<file path="src/rtl/uart_tx_arbiter_if.sv">
// Requester/transmitter bundle for uart_tx_arbiter.
//   slave  : the arbiter's view (consumes requests and tx_busy, drives ack and tx_*)
//   master : the surroundings' view (requesters plus the UART transmitter)
// NUM_REQ must match the NUM_REQ of the arbiter this bundle is connected to.
interface uart_tx_arbiter_if #(
    parameter int unsigned NUM_REQ = 4
);
    logic [NUM_REQ-1:0]   req_valid;
    logic [8*NUM_REQ-1:0] req_data;
    logic [NUM_REQ-1:0]   req_ack;
    logic [7:0]           tx_data;
    logic                 tx_wr;
    logic                 tx_en;
    logic                 tx_busy;

    modport slave (
        input  req_valid, req_data, tx_busy,
        output req_ack, tx_data, tx_wr, tx_en
    );

    modport master (
        output req_valid, req_data, tx_busy,
        input  req_ack, tx_data, tx_wr, tx_en
    );
endinterface

</file>
<file path="src/rtl/uart_tx_arbiter.sv">
// Round-robin arbiter sharing one UART transmitter between NUM_REQ byte sources.
// Optional start watchdog: define UART_TX_ARB_WATCHDOG_EN to abort a frame whose
// transmitter never reports busy within TIMEOUT cycles (sets the sticky err flag).
module uart_tx_arbiter #(
    parameter int unsigned NUM_REQ = 4,
    parameter int unsigned IDX_W   = 2,
    parameter int unsigned TIMEOUT = 4096
) (
    input  logic                 clk,
    input  logic                 reset,
    uart_tx_arbiter_if.slave     bus,
    output logic [IDX_W-1:0]     grant_idx,
    output logic [15:0]          frames_sent,
    output logic                 err
);

    // Reject configurations the grant index or the 16-bit watchdog counter cannot cover.
    if ((NUM_REQ < 2) || ((2 ** IDX_W) < NUM_REQ) || (TIMEOUT < 1) || (TIMEOUT > 65535)) begin : g_bad_cfg
        $error("uart_tx_arbiter: unsupported NUM_REQ/IDX_W/TIMEOUT combination");
    end

    typedef enum logic [1:0] {
        IDLE,
        WAIT_START,
        WAIT_DONE
    } state_e;

    state_e             state_q, state_d;
    logic [7:0]         tx_data_q, tx_data_d;
    logic               tx_wr_q, tx_wr_d;
    logic               tx_en_q, tx_en_d;
    logic [IDX_W-1:0]   grant_idx_q, grant_idx_d;
    logic [15:0]        frames_sent_q, frames_sent_d;

`ifdef UART_TX_ARB_WATCHDOG_EN
    logic [15:0]        wd_cnt_q, wd_cnt_d;
    logic               err_q, err_d;
`endif

    logic               found;
    logic [IDX_W-1:0]   winner;
    logic [NUM_REQ-1:0] ack;

    // Round-robin search: first valid index above the last grant, then wrap to the bottom.
    always_comb begin
        found  = 1'b0;
        winner = grant_idx_q;
        for (int unsigned i = 0; i < NUM_REQ; i++) begin
            if (!found && bus.req_valid[i] && (i > 32'(grant_idx_q))) begin
                found  = 1'b1;
                winner = IDX_W'(i);
            end
        end
        for (int unsigned i = 0; i < NUM_REQ; i++) begin
            if (!found && bus.req_valid[i] && (i <= 32'(grant_idx_q))) begin
                found  = 1'b1;
                winner = IDX_W'(i);
            end
        end
    end

    // Acknowledge the winner only while idle with the transmitter free.
    always_comb begin
        ack = '0;
        if ((state_q == IDLE) && !bus.tx_busy && found) begin
            ack = NUM_REQ'(1) << winner;
        end
    end

    // Next-state and next-output logic for the frame handshake.
    always_comb begin
        state_d       = state_q;
        tx_data_d     = tx_data_q;
        tx_wr_d       = tx_wr_q;
        tx_en_d       = tx_en_q;
        grant_idx_d   = grant_idx_q;
        frames_sent_d = frames_sent_q;
`ifdef UART_TX_ARB_WATCHDOG_EN
        wd_cnt_d      = wd_cnt_q;
        err_d         = err_q;
`endif
        case (state_q)
            IDLE: begin
                if (|ack) begin
                    for (int unsigned i = 0; i < NUM_REQ; i++) begin
                        if (ack[i]) begin
                            tx_data_d = bus.req_data[i*8 +: 8];
                        end
                    end
                    grant_idx_d = winner;
                    tx_wr_d     = 1'b1;
                    tx_en_d     = 1'b1;
                    state_d     = WAIT_START;
`ifdef UART_TX_ARB_WATCHDOG_EN
                    wd_cnt_d    = '0;
`endif
                end
            end
            WAIT_START: begin
                if (bus.tx_busy) begin
                    tx_wr_d       = 1'b0;
                    frames_sent_d = frames_sent_q + 16'd1;
                    state_d       = WAIT_DONE;
                end
`ifdef UART_TX_ARB_WATCHDOG_EN
                // The counter holds the cycles already spent here; abort on the TIMEOUT-th.
                else if ((wd_cnt_q + 16'd1) == 16'(TIMEOUT)) begin
                    tx_wr_d = 1'b0;
                    tx_en_d = 1'b0;
                    err_d   = 1'b1;
                    state_d = IDLE;
                end else begin
                    wd_cnt_d = wd_cnt_q + 16'd1;
                end
`endif
            end
            WAIT_DONE: begin
                if (!bus.tx_busy) begin
                    tx_en_d = 1'b0;
                    state_d = IDLE;
                end
            end
            default: begin
                tx_wr_d = 1'b0;
                tx_en_d = 1'b0;
                state_d = IDLE;
            end
        endcase
    end

    // State and registered outputs; reset aborts any frame in flight.
    always_ff @(posedge clk or posedge reset) begin
        if (reset) begin
            state_q       <= IDLE;
            tx_data_q     <= '0;
            tx_wr_q       <= 1'b0;
            tx_en_q       <= 1'b0;
            grant_idx_q   <= IDX_W'(NUM_REQ - 1);
            frames_sent_q <= '0;
`ifdef UART_TX_ARB_WATCHDOG_EN
            wd_cnt_q      <= '0;
            err_q         <= 1'b0;
`endif
        end else begin
            state_q       <= state_d;
            tx_data_q     <= tx_data_d;
            tx_wr_q       <= tx_wr_d;
            tx_en_q       <= tx_en_d;
            grant_idx_q   <= grant_idx_d;
            frames_sent_q <= frames_sent_d;
`ifdef UART_TX_ARB_WATCHDOG_EN
            wd_cnt_q      <= wd_cnt_d;
            err_q         <= err_d;
`endif
        end
    end

    assign bus.req_ack  = ack;
    assign bus.tx_data  = tx_data_q;
    assign bus.tx_wr    = tx_wr_q;
    assign bus.tx_en    = tx_en_q;
    assign grant_idx    = grant_idx_q;
    assign frames_sent  = frames_sent_q;
`ifdef UART_TX_ARB_WATCHDOG_EN
    assign err          = err_q;
`else
    assign err          = 1'b0;
`endif

endmodule
</file>
<file path="src/flat_wrapper.sv">
// flat-port wrapper written by rule: the top's interface ports become plain ports
module uart_tx_arbiter_flat 
#(
    parameter int unsigned NUM_REQ = 4,
    parameter int unsigned IDX_W   = 2,
    parameter int unsigned TIMEOUT = 4096
)
  (clk, reset, grant_idx, frames_sent, err, bus_req_valid, bus_req_data, bus_tx_busy, bus_req_ack, bus_tx_data, bus_tx_wr, bus_tx_en);
  uart_tx_arbiter_if #(.NUM_REQ(NUM_REQ)) bus_i ();
  input  logic clk;
  input  logic reset;
  output logic [IDX_W-1:0] grant_idx;
  output logic [15:0] frames_sent;
  output logic err;
  input wire logic [$bits(bus_i.req_valid)-1:0] bus_req_valid;
  input wire logic [$bits(bus_i.req_data)-1:0] bus_req_data;
  input wire logic [$bits(bus_i.tx_busy)-1:0] bus_tx_busy;
  output wire logic [$bits(bus_i.req_ack)-1:0] bus_req_ack;
  output wire logic [$bits(bus_i.tx_data)-1:0] bus_tx_data;
  output wire logic [$bits(bus_i.tx_wr)-1:0] bus_tx_wr;
  output wire logic [$bits(bus_i.tx_en)-1:0] bus_tx_en;
  assign bus_i.req_valid = bus_req_valid;
  assign bus_i.req_data = bus_req_data;
  assign bus_i.tx_busy = bus_tx_busy;
  assign bus_req_ack = bus_i.req_ack;
  assign bus_tx_data = bus_i.tx_data;
  assign bus_tx_wr = bus_i.tx_wr;
  assign bus_tx_en = bus_i.tx_en;
  uart_tx_arbiter #(.NUM_REQ(NUM_REQ), .IDX_W(IDX_W), .TIMEOUT(TIMEOUT)) u_core (.clk(clk), .reset(reset), .bus(bus_i), .grant_idx(grant_idx), .frames_sent(frames_sent), .err(err));
endmodule
</file>
<file path="config.mk">
export PLATFORM = sky130hd
export DESIGN_NAME = uart_tx_arbiter_flat
export DESIGN_NICKNAME = d
export VERILOG_FILES = /design/src/rtl/uart_tx_arbiter_if.sv /design/src/rtl/uart_tx_arbiter.sv /design/src/flat_wrapper.sv
export SDC_FILE = /design/constraint.sdc
export NUM_CORES = 1
export LEC_CHECK = 0
export BUFFER_PORTS_ARGS = -buffer_cell sky130_fd_sc_hd__buf_2
export CELL_PAD_IN_SITES_DETAIL_PLACEMENT = 1
export CELL_PAD_IN_SITES_GLOBAL_PLACEMENT = 2
export CORE_MARGIN = 2
export CORE_UTILIZATION = 29
export CTS_CLUSTER_DIAMETER = 50
export DETAILED_ROUTE_END_ITERATION = 8
export GPL_ROUTABILITY_DRIVEN = 0
export PLACE_DENSITY = 0.87
export SLEW_MARGIN = 20
export SYNTH_ARGS = -nofsm -noshare
export SYNTH_HDL_FRONTEND = slang
export SYNTH_SLANG_ARGS = --single-unit
export TNS_END_PERCENT = 20
</file>
<file path="constraint.sdc">
create_clock -name clk -period 4.95 [get_ports clk]
set_clock_uncertainty 0.2 [all_clocks]
set_input_delay 0.495 -clock clk [delete_from_list [all_inputs] [get_ports clk]]
set_output_delay 0.495 -clock clk [all_outputs]
set_load 0.005 [all_outputs]
</file>
# Word level (Yosys, flattened, before mapping)

Cells that the tools add are included.

Mux-type cells: 28
Eq/ne operators: 5
$add $sub $neg: 1
Shifts and indexed selects: 1
Bitwise gates (word level): 2
Reduce and logical (&&, ||, !) cells: 30
Order comparisons: 6

Operators with widths:

| kind                                                           | number |
|---|---|
| 2-to-1 mux 8 bit                                               | 4 |
| 2-to-1 mux 2 bit                                               | 10 |
| adder 16 x 1 -> 16 bit (second input constant)                 | 1 |
| logical AND 1 bit                                              | 14 |
| AND reduction 3 bit                                            | 4 |
| 2-to-1 mux 1 bit                                               | 10 |
| zero test 1 bit                                                | 7 |
| != test 2 bit (second input constant)                          | 3 |
| one-hot mux 1 bit (3 select lines)                             | 2 |
| one-hot mux 2 bit (3 select lines)                             | 1 |
| greater-than comparator 2 bit (first input constant)           | 2 |
| less-or-equal comparator 2 bit (first input constant)          | 2 |
| 2-to-1 mux 4 bit                                               | 1 |
| AND reduction 2 bit                                            | 2 |
| nonzero test 4 bit                                             | 1 |
| OR reduction 4 bit                                             | 1 |
| << shifter 1 x 2 -> 4 bit (first input constant)               | 1 |
| == test 2 x 1 -> 1 bit (second input constant)                 | 1 |
| == test 2 bit (second input constant)                          | 1 |
| greater-than comparator 1 x 2 -> 1 bit (first input constant)  | 1 |
| less-or-equal comparator 1 x 2 -> 1 bit (first input constant) | 1 |
| zero test 2 bit                                                | 1 |
| NOT 1 bit                                                      | 2 |

Bits in registers: 30
Bits of input ports: 39
Output and inout bits: 33

# Logic depth before layout (Yosys ltp)

Gate-level depths: netlist (run 1).

Depth after elaboration: 32
Gate-level depth with buffers: 7
Gate-level depth less buffers: 5

# Worst setup path after synthesis (run 1)

Ideal clock, no wire load.

Kind: reg-to-output
Start: reg u_core.grant_idx_q[1], in the netlist u_core.grant_idx[1]
End: out bus_req_ack[2]
Path buffers: 2
Stages on the path, launching flop included: 7
Data required time: 4255 ps
Data arrival time: 1606 ps
Setup slack: 2649 ps
Cells stage by stage: dfstp_2 buf_2 mux2i_1 nor2_1 or3_1 buf_2 nor2_1

Word-level cells in the longest chain between the ends: 28
Elaborated cells on any way between the ends: 41
Those cells by class: 6 x order compare; 1 x shift; 15 x mux; 19 x reduce/logical

Ends and longest elaborated chain:

| what                                                                  | RTL line                                     | text |
|---|---|---|
| start: declaration                                                    | uart_tx_arbiter.sv:32                        | `logic [IDX_W-1:0] grant_idx_q, grant_idx_d;` |
| start signal: assignment                                              | uart_tx_arbiter.sv:138                       | `grant_idx_q <= IDX_W'(NUM_REQ - 1);` |
| start signal: assignment                                              | uart_tx_arbiter.sv:149                       | `grant_idx_q <= grant_idx_d;` |
| greater-than comparator 1 x 2 -> 1 bit                                | uart_tx_arbiter.sv:49                        | `if (!found && bus.req_valid[i] && (i > 32'(grant_idx_q))) begin` |
| logical AND 1 bit                                                     | uart_tx_arbiter.sv:49                        |  |
| 2-to-1 mux 1 bit                                                      | uart_tx_arbiter.sv:49                        |  |
| zero test 1 bit                                                       | uart_tx_arbiter.sv:49                        |  |
| logical AND 1 bit (2 in a row)                                        | uart_tx_arbiter.sv:49                        |  |
| 2-to-1 mux 1 bit                                                      | uart_tx_arbiter.sv:49                        |  |
| zero test 1 bit                                                       | uart_tx_arbiter.sv:49                        |  |
| logical AND 1 bit (2 in a row)                                        | uart_tx_arbiter.sv:49                        |  |
| [... 8 more ...]                                                      | --                                           |  |
| zero test 1 bit                                                       | uart_tx_arbiter.sv:55                        | `if (!found && bus.req_valid[i] && (i <= 32'(grant_idx_q))) begin` |
| logical AND 1 bit (2 in a row)                                        | uart_tx_arbiter.sv:55                        |  |
| 2-to-1 mux 1 bit                                                      | uart_tx_arbiter.sv:55                        |  |
| zero test 1 bit                                                       | uart_tx_arbiter.sv:55                        |  |
| logical AND 1 bit (2 in a row)                                        | uart_tx_arbiter.sv:55                        |  |
| 2-to-1 mux 2 bit / 2-to-1 mux 1 bit (equally long branches)           | uart_tx_arbiter.sv:55                        |  |
| << shifter 1 x 2 -> 4 bit / logical AND 1 bit (equally long branches) | uart_tx_arbiter.sv:66, uart_tx_arbiter.sv:65 |  |
| 2-to-1 mux 4 bit *                                                    | uart_tx_arbiter.sv:65                        | `if ((state_q == IDLE) && !bus.tx_busy && found) begin` |
| end: declaration                                                      | flat_wrapper.sv:18                           | `output wire logic [$bits(bus_i.req_ack)-1:0] bus_req_ack;` |

Every way passes the cells marked *; elsewhere a longest branch is shown, timed or not.

# Worst setup path in the final report (run 1)

Start: reg u_core.state_q[1]
End: out bus_req_ack[3]

Word-level cells in the longest chain between the ends: 4

Ends and longest elaborated chain:

| what                           | RTL line               | text |
|---|---|---|
| start: declaration             | uart_tx_arbiter.sv:28  | `state_e state_q, state_d;` |
| start signal: assignment       | uart_tx_arbiter.sv:145 | `state_q <= state_d;` |
| zero test 2 bit                | uart_tx_arbiter.sv:65  |  |
| logical AND 1 bit (2 in a row) | uart_tx_arbiter.sv:65  |  |
| 2-to-1 mux 4 bit               | uart_tx_arbiter.sv:65  |  |

No other way between the ends.

==> results of run 1 <==
[layout by cell type (no fill, tap or decap), drive strengths merged, types with 2 or more instances in the layout]
cell	n
a21oi	3
nand2b	2
nand4	3
o221ai	8
nor4	2
and3	6
nor2	8
xor2	4
nor3	3
and2	2
o21ai	3
or2b	2
buf	71
or3	2
and4	2
dfstp	2
nand2	15
mux2i	15
xnor2	12
dfrtp	28
clkbuf	7
inv	3
nand3	7
[logic make-up after synthesis]
kind of cell	count (synthesis)
adders and majority gates	1
DFF	30
muxes	16
other	1
and+or+nand+nor	57
xor gates and xnor gates	16
AOI/OAI and AO/OA	23
buffers and inverters	10
[layer usage]
metal	GRT usage	vias up	wire length [um]
met1	0.1718	674	1771
li1	-	699	-
met3	0.04205	5	310
met4	0.04655	0	42
met2	0.2333	47	2038
met5	0	-	0
[power by group]
| group | switching (uW) | internal (uW) |
|---|---|---|
| Clock | 89.5 | 112 |
| Combinational | 174 | 177 |
| Sequential | 67.2 | 319 |
[final cells by class]
cell class / count / area share
repair buffers: 71 / 0.1686
multi-input cells: 114 / 0.3856
inverters: 3 / 0.005307
clock inverters: 1 / 0.002358
well taps: 72 / 0.04245
clock buffers: 7 / 0.04068
flip-flops and latches: 30 / 0.3550
[through the flow]
step | total power, uW | util | instances
after floorplan | 613.0 | - | 154
after global placement | 741.7 | 0.3711 | 290
after detailed placement | 749.1 | 0.3711 | 290
after CTS | 957.4 | 0.3877 | 298
after global routing | 1015 | 0.3877 | 298
final | 938.3 | 0.3877 | 298
[flip-flops by register name (all words and copies together), names as in the netlist]
signal,flops
u_core.bus.tx_data,8
u_core.bus.tx_en,1
u_core.bus.tx_wr,1
u_core.frames_sent,16
u_core.grant_idx,2
u_core.state_q,2
[final timing paths]
kind                                                    startpoint                                 end  cells after the start
max in group asynchronous                                    reset     u_core.grant_idx[1]$_DFFE_PP1P_                      3
min in group clk                u_core.frames_sent[15]$_DFFE_PP0P_  u_core.frames_sent[15]$_DFFE_PP0P_                      1
worst min-delay path                                         reset        u_core.bus.tx_en$_DFFE_PP0P_                      3
worst max-delay path                 u_core.state_q[1]$_DFFE_PP0P_                      bus_req_ack[3]                      4
worst max register to register       u_core.state_q[1]$_DFFE_PP0P_   u_core.bus.tx_data[0]$_DFFE_PP0P_                      4
worst min register to register  u_core.frames_sent[15]$_DFFE_PP0P_  u_core.frames_sent[15]$_DFFE_PP0P_                      1
[critical path, delay by kind of cell (launching register included)]
kind | cells | cell delay [ps]
AO/OA/AOI/OAI | 1 | 490
AND/OR/NAND/NOR | 2 | 790
flip-flops | 1 | 460
buffers and inverters | 1 | 120
==> flow_metrics.tcl, run 1 <==
set metrics [dict create \
    run_status "complete, no violations" \
    wl_per_cell_um 13.97 \
    grt_pass1_wl_um 6775 \
    first_iter_violations 32 \
    route.detailed.drc 0 \
    placed_area_um2 2031 \
    hold_class "in -> async" \
    multiInputGateArea_um2 818.3 \
    clk-insertion-delay-late_ps 280 \
    ir_drop_uv 203.8 \
    worst_setup_path_end_kind "output pin" \
    antenna_cells 0 \
    synth.top_cells.by_count "dfrtp_1 (28), mux2i_1 (15), nand2_1 (15)" \
    synthSimpleGateAreaFrac 0.1986 \
    cts_num_sinks 30 \
    synthXorXnorAreaFrac 0.08622 \
    hold_buffers 0 \
    p_per_area_nw_per_um2 442.2 \
    io_buffers 70 \
    synth_edf_count 0 \
    yosysTopAreaCellShare 0.4311 \
    rrSetupSlack_ps 2620 \
    track_usage 0.1394 \
    whs_ps 78.88 \
    synth_seq_area_share 0.4634 \
    start_util 0.2970 \
    async_flop_share 1.000 \
    maxCapViolations 0 \
    finalSetupTns_ps 0 \
    grt_max_degree 31 \
    ctsResizeCount 0 \
    viasPerCell 4.782 \
    clock.fmax_mhz 352.2 \
    syn_area_um2 1625 \
    fin_crit_sh 0.5736 \
    die_h_um 78.87 \
    netlist_instances 154 \
    setup_ws_ps 2110 \
    grt-ovfl-total 0 \
    synth_top_family_by_area "simple AND/OR/NAND/NOR gates" \
    rows 27 \
    cts_tree "done" \
    cp.arrival_ps 2140 \
    die_x_um 78.87 \
    grt_antenna_before_repair 0 \
    fillers 673 \
    startpoint_type "flip-flop" \
    dr.pass1.iters 4 \
    synth-seq-cells 30 \
    vias 1425 \
    slew_headroom 0.6176 \
    antenna_left 0 \
    synth_fa_ha_area_frac 0.007698 \
    ioPinCount 72 \
    max_stage_delay_ps 650 \
    regArea_um2 753.2 \
    setup_viol 0 \
    grt_pass1_vias 1428 \
    yosysTopAreaCell "dfrtp_1" \
    ys_warn_count 0 \
    worstPathRequired_ps 4260 \
    worst_slew_pin_slew_ps 568.9 \
    synthMostInstantiatedCell "dfrtp_1" \
    dp_hpwl_um 3149 \
    avgSynthCellArea_um2 10.55 \
    slew_viol_final 0 \
    die-area_um2 6220 \
    synth_compound_area_frac 0.1093 \
    synthFlopType "dfrtp_1" \
    slowest_stage "or4_4" \
    clk_pin_slew_worst_paths_ps 60 \
    design_area_um2 2122 \
    crit_fanout 11 \
    leakage_uw 0.001116 \
    synth_mux_area_frac 0.09931 \
    clk_path_buf_depth 2 \
    dpl_worst_slack_ps 2247 \
    htreeDepth 2 \
    coreArea_um2 5473 \
    period_needed_ps 2840 \
    hold_viol 0 \
    nNetsFinal 265 \
    cts_buffers 5 \
    area_delta_synth_final_pct 30.56 \
    cts_setup_buffers 0 \
    drive_above_1_share 0.3850 \
    worstSetupPathType "reg -> out" \
    syn-num-nets 194 \
    root_buffer "clkbuf_8" \
    path_cells "or4_4, a2111o_1, nor2_1, buf_2" \
    wl_um 4163 \
    synthDistinctLibCells 41 \
    rsz0062_at_grt "false" \
    synthTopCellsByArea "dfrtp_1 (43%), mux2i_1 (9.2%), xnor2_1 (6.5%)" \
]
Note: power is estimated with default switching activity, not from simulation.
==> run 2, diff against run 1 <==
- CORE_UTILIZATION: 29 -> 25
- PLACE_DENSITY: 0.87 -> 0.8
- clock period: 4.95 -> 2.5 ns (I/O delays scaled with it)
==> flow_metrics.tcl, run 2 (same netlist as run 1, synthesis figures left out) <==
set metrics [dict create \
    startpoint_type "flip-flop" \
    rows 29 \
    cp.arrival_ps 1950 \
    antenna_left 0 \
    final_common_cell "buf_2" \
    ioPinCount 72 \
    largest_reg_flops 16 \
    cts_setup_buffers 0 \
    finalSetupTns_ps 0 \
    drive_above_1_share 0.3966 \
    start_util 0.2574 \
    worst_setup_path_end_kind "output pin" \
    wl_per_cell_um 15.03 \
    nNetsFinal 271 \
    cts_tree "done" \
    p_per_area_nw_per_um2 873.4 \
    first_iter_violations 45 \
    die_h_um 84.63 \
    vias 1461 \
    antenna_cells 0 \
    grt-ovfl-total 0 \
    crit_fanout 7 \
    cts_num_sinks 30 \
    run_status "complete, no violations" \
    io_buffers 70 \
    grt_antenna_before_repair 0 \
    placed_area_um2 2074 \
    area_delta_synth_final_pct 34.10 \
    root_buffer "clkbuf_8" \
    slew_viol_final 0 \
    grt_pass1_vias 1554 \
    final_cell_mix "buf_2 (70), dfrtp_1 (28), nand2_1 (15), mux2i_1 (15), xnor2_1 (12)" \
    design_area_um2 2180 \
    dp_hpwl_um 3541 \
    viasPerCell 4.728 \
    dr.pass1.iters 4 \
    clock.fmax_mhz 416.4 \
    hold_viol 0 \
    period_needed_ps 2401 \
    leakage_uw 0.001141 \
    worst_slew_pin_slew_ps 765.5 \
    wl_um 4644 \
    grt_max_degree 21 \
    slew_headroom 0.4891 \
    rsz0062_at_grt "false" \
    route.detailed.drc 0 \
    cts_buffers 5 \
    clk_pin_slew_worst_paths_ps 70 \
    track_usage 0.1329 \
    grt_pass1_wl_um 7610 \
    worstPathRequired_ps 2050 \
    setup_viol 0 \
    fin_crit_sh 0.9606 \
    min_path_cells 2 \
    die_x_um 84.63 \
    maxCapViolations 0 \
    clk_path_buf_depth 2 \
    hold_class "in -> reg" \
    ir_drop_uv 371.0 \
    coreArea_um2 6314 \
    r2r_cells 5 \
    die-area_um2 7162 \
    clk-insertion-delay-late_ps 270 \
    htreeDepth 2 \
    worstSetupPathType "reg -> out" \
]
==> run 2: changes by cell type in the layout (fill, tap and decap cells not counted) <==
cell,previous run,this run
or3_4,0,1
or3_1,2,1
clkbuf_1,1,2
dlygate4sd3_1,0,1
buf_4,1,6
clkinv_2,1,0
==> run 2: power by group <==
part / switching (uW) / internal [uW]
Sequential: 142 / 632
Clock: 179 / 224
Combinational: 350 / 376
Total: 671 / 1230
==> run 2: cell type report <==
cell class | instances | area, um^2
Fill cell | 774 | 4134
Clock buffer | 8 | 90.09
Multi-Input combinational cell | 114 | 823.3
Inverter | 3 | 11.26
Tap cell | 77 | 96.34
Sequential cell | 30 | 753.2
Timing Repair Buffer | 77 | 405.4
==> run 2: worst paths after layout <==
kind                                                      end  slack [ps]                                from
max                                            bus_req_ack[2]         100       u_core.state_q[1]$_DFFE_PP0P_
min                             u_core.state_q[0]$_DFFE_PP0P_          50                         bus_tx_busy
max reg2reg                 u_core.bus.tx_data[3]$_DFFE_PP0P_         350     u_core.grant_idx[0]$_DFFE_PP1P_
min reg2reg                u_core.frames_sent[15]$_DFFE_PP0P_         280  u_core.frames_sent[15]$_DFFE_PP0P_
max in group asynchronous   u_core.bus.tx_data[4]$_DFFE_PP0P_        1050                               reset
min in group asynchronous        u_core.bus.tx_wr$_DFFE_PP0P_         450                               reset
==> run 2: through the flow <==
| stage | cells | hold slack, ps | util | worst slack [ps] | power (uW) |
|---|---|---|---|---|---|
| after floorplan | 154 | 122.4 | - | 396.4 | 1214 |
| after global placement | 300 | 236.9 | 0.3286 | 276.3 | 1494 |
| after detailed placement | 300 | 234.9 | 0.3286 | 239.2 | 1512 |
| after CTS | 309 | 40.22 | 0.3452 | 76.19 | 1938 |
| after global routing | 309 | 56.88 | 0.3452 | 8.644 | 2058 |
| final | 309 | 45.96 | 0.3452 | 98.62 | 1904 |
==> run 2: what timing repair did <==
| item | in CTS | in global routing |
|---|---|---|
| endpoints found under the hold margin | 16 | 0 |
| endpoints found under the setup margin | 1 | 0 |
| hold buffers | 1 | 0 |
| gates resized for setup | 1 | 0 |
==> run 2: worst max-delay path: stages (launching register included) <==
cell and delay [ps]:
dfrtp_1 460, or4_4 560, a2111o_1 420, nor2_1 120, buf_2 120
==> run 2: layer usage <==
| metal | GRT usage | wire length [um] | vias to the layer above |
|---|---|---|---|
| met1 | 0.1732 | 2044 | 699 |
| met4 | 0.03030 | 16 | 0 |
| met2 | 0.2155 | 2241 | 52 |
| met5 | 0 | 0 | - |
| li1 | - | - | 708 |
| met3 | 0.04326 | 341 | 2 |
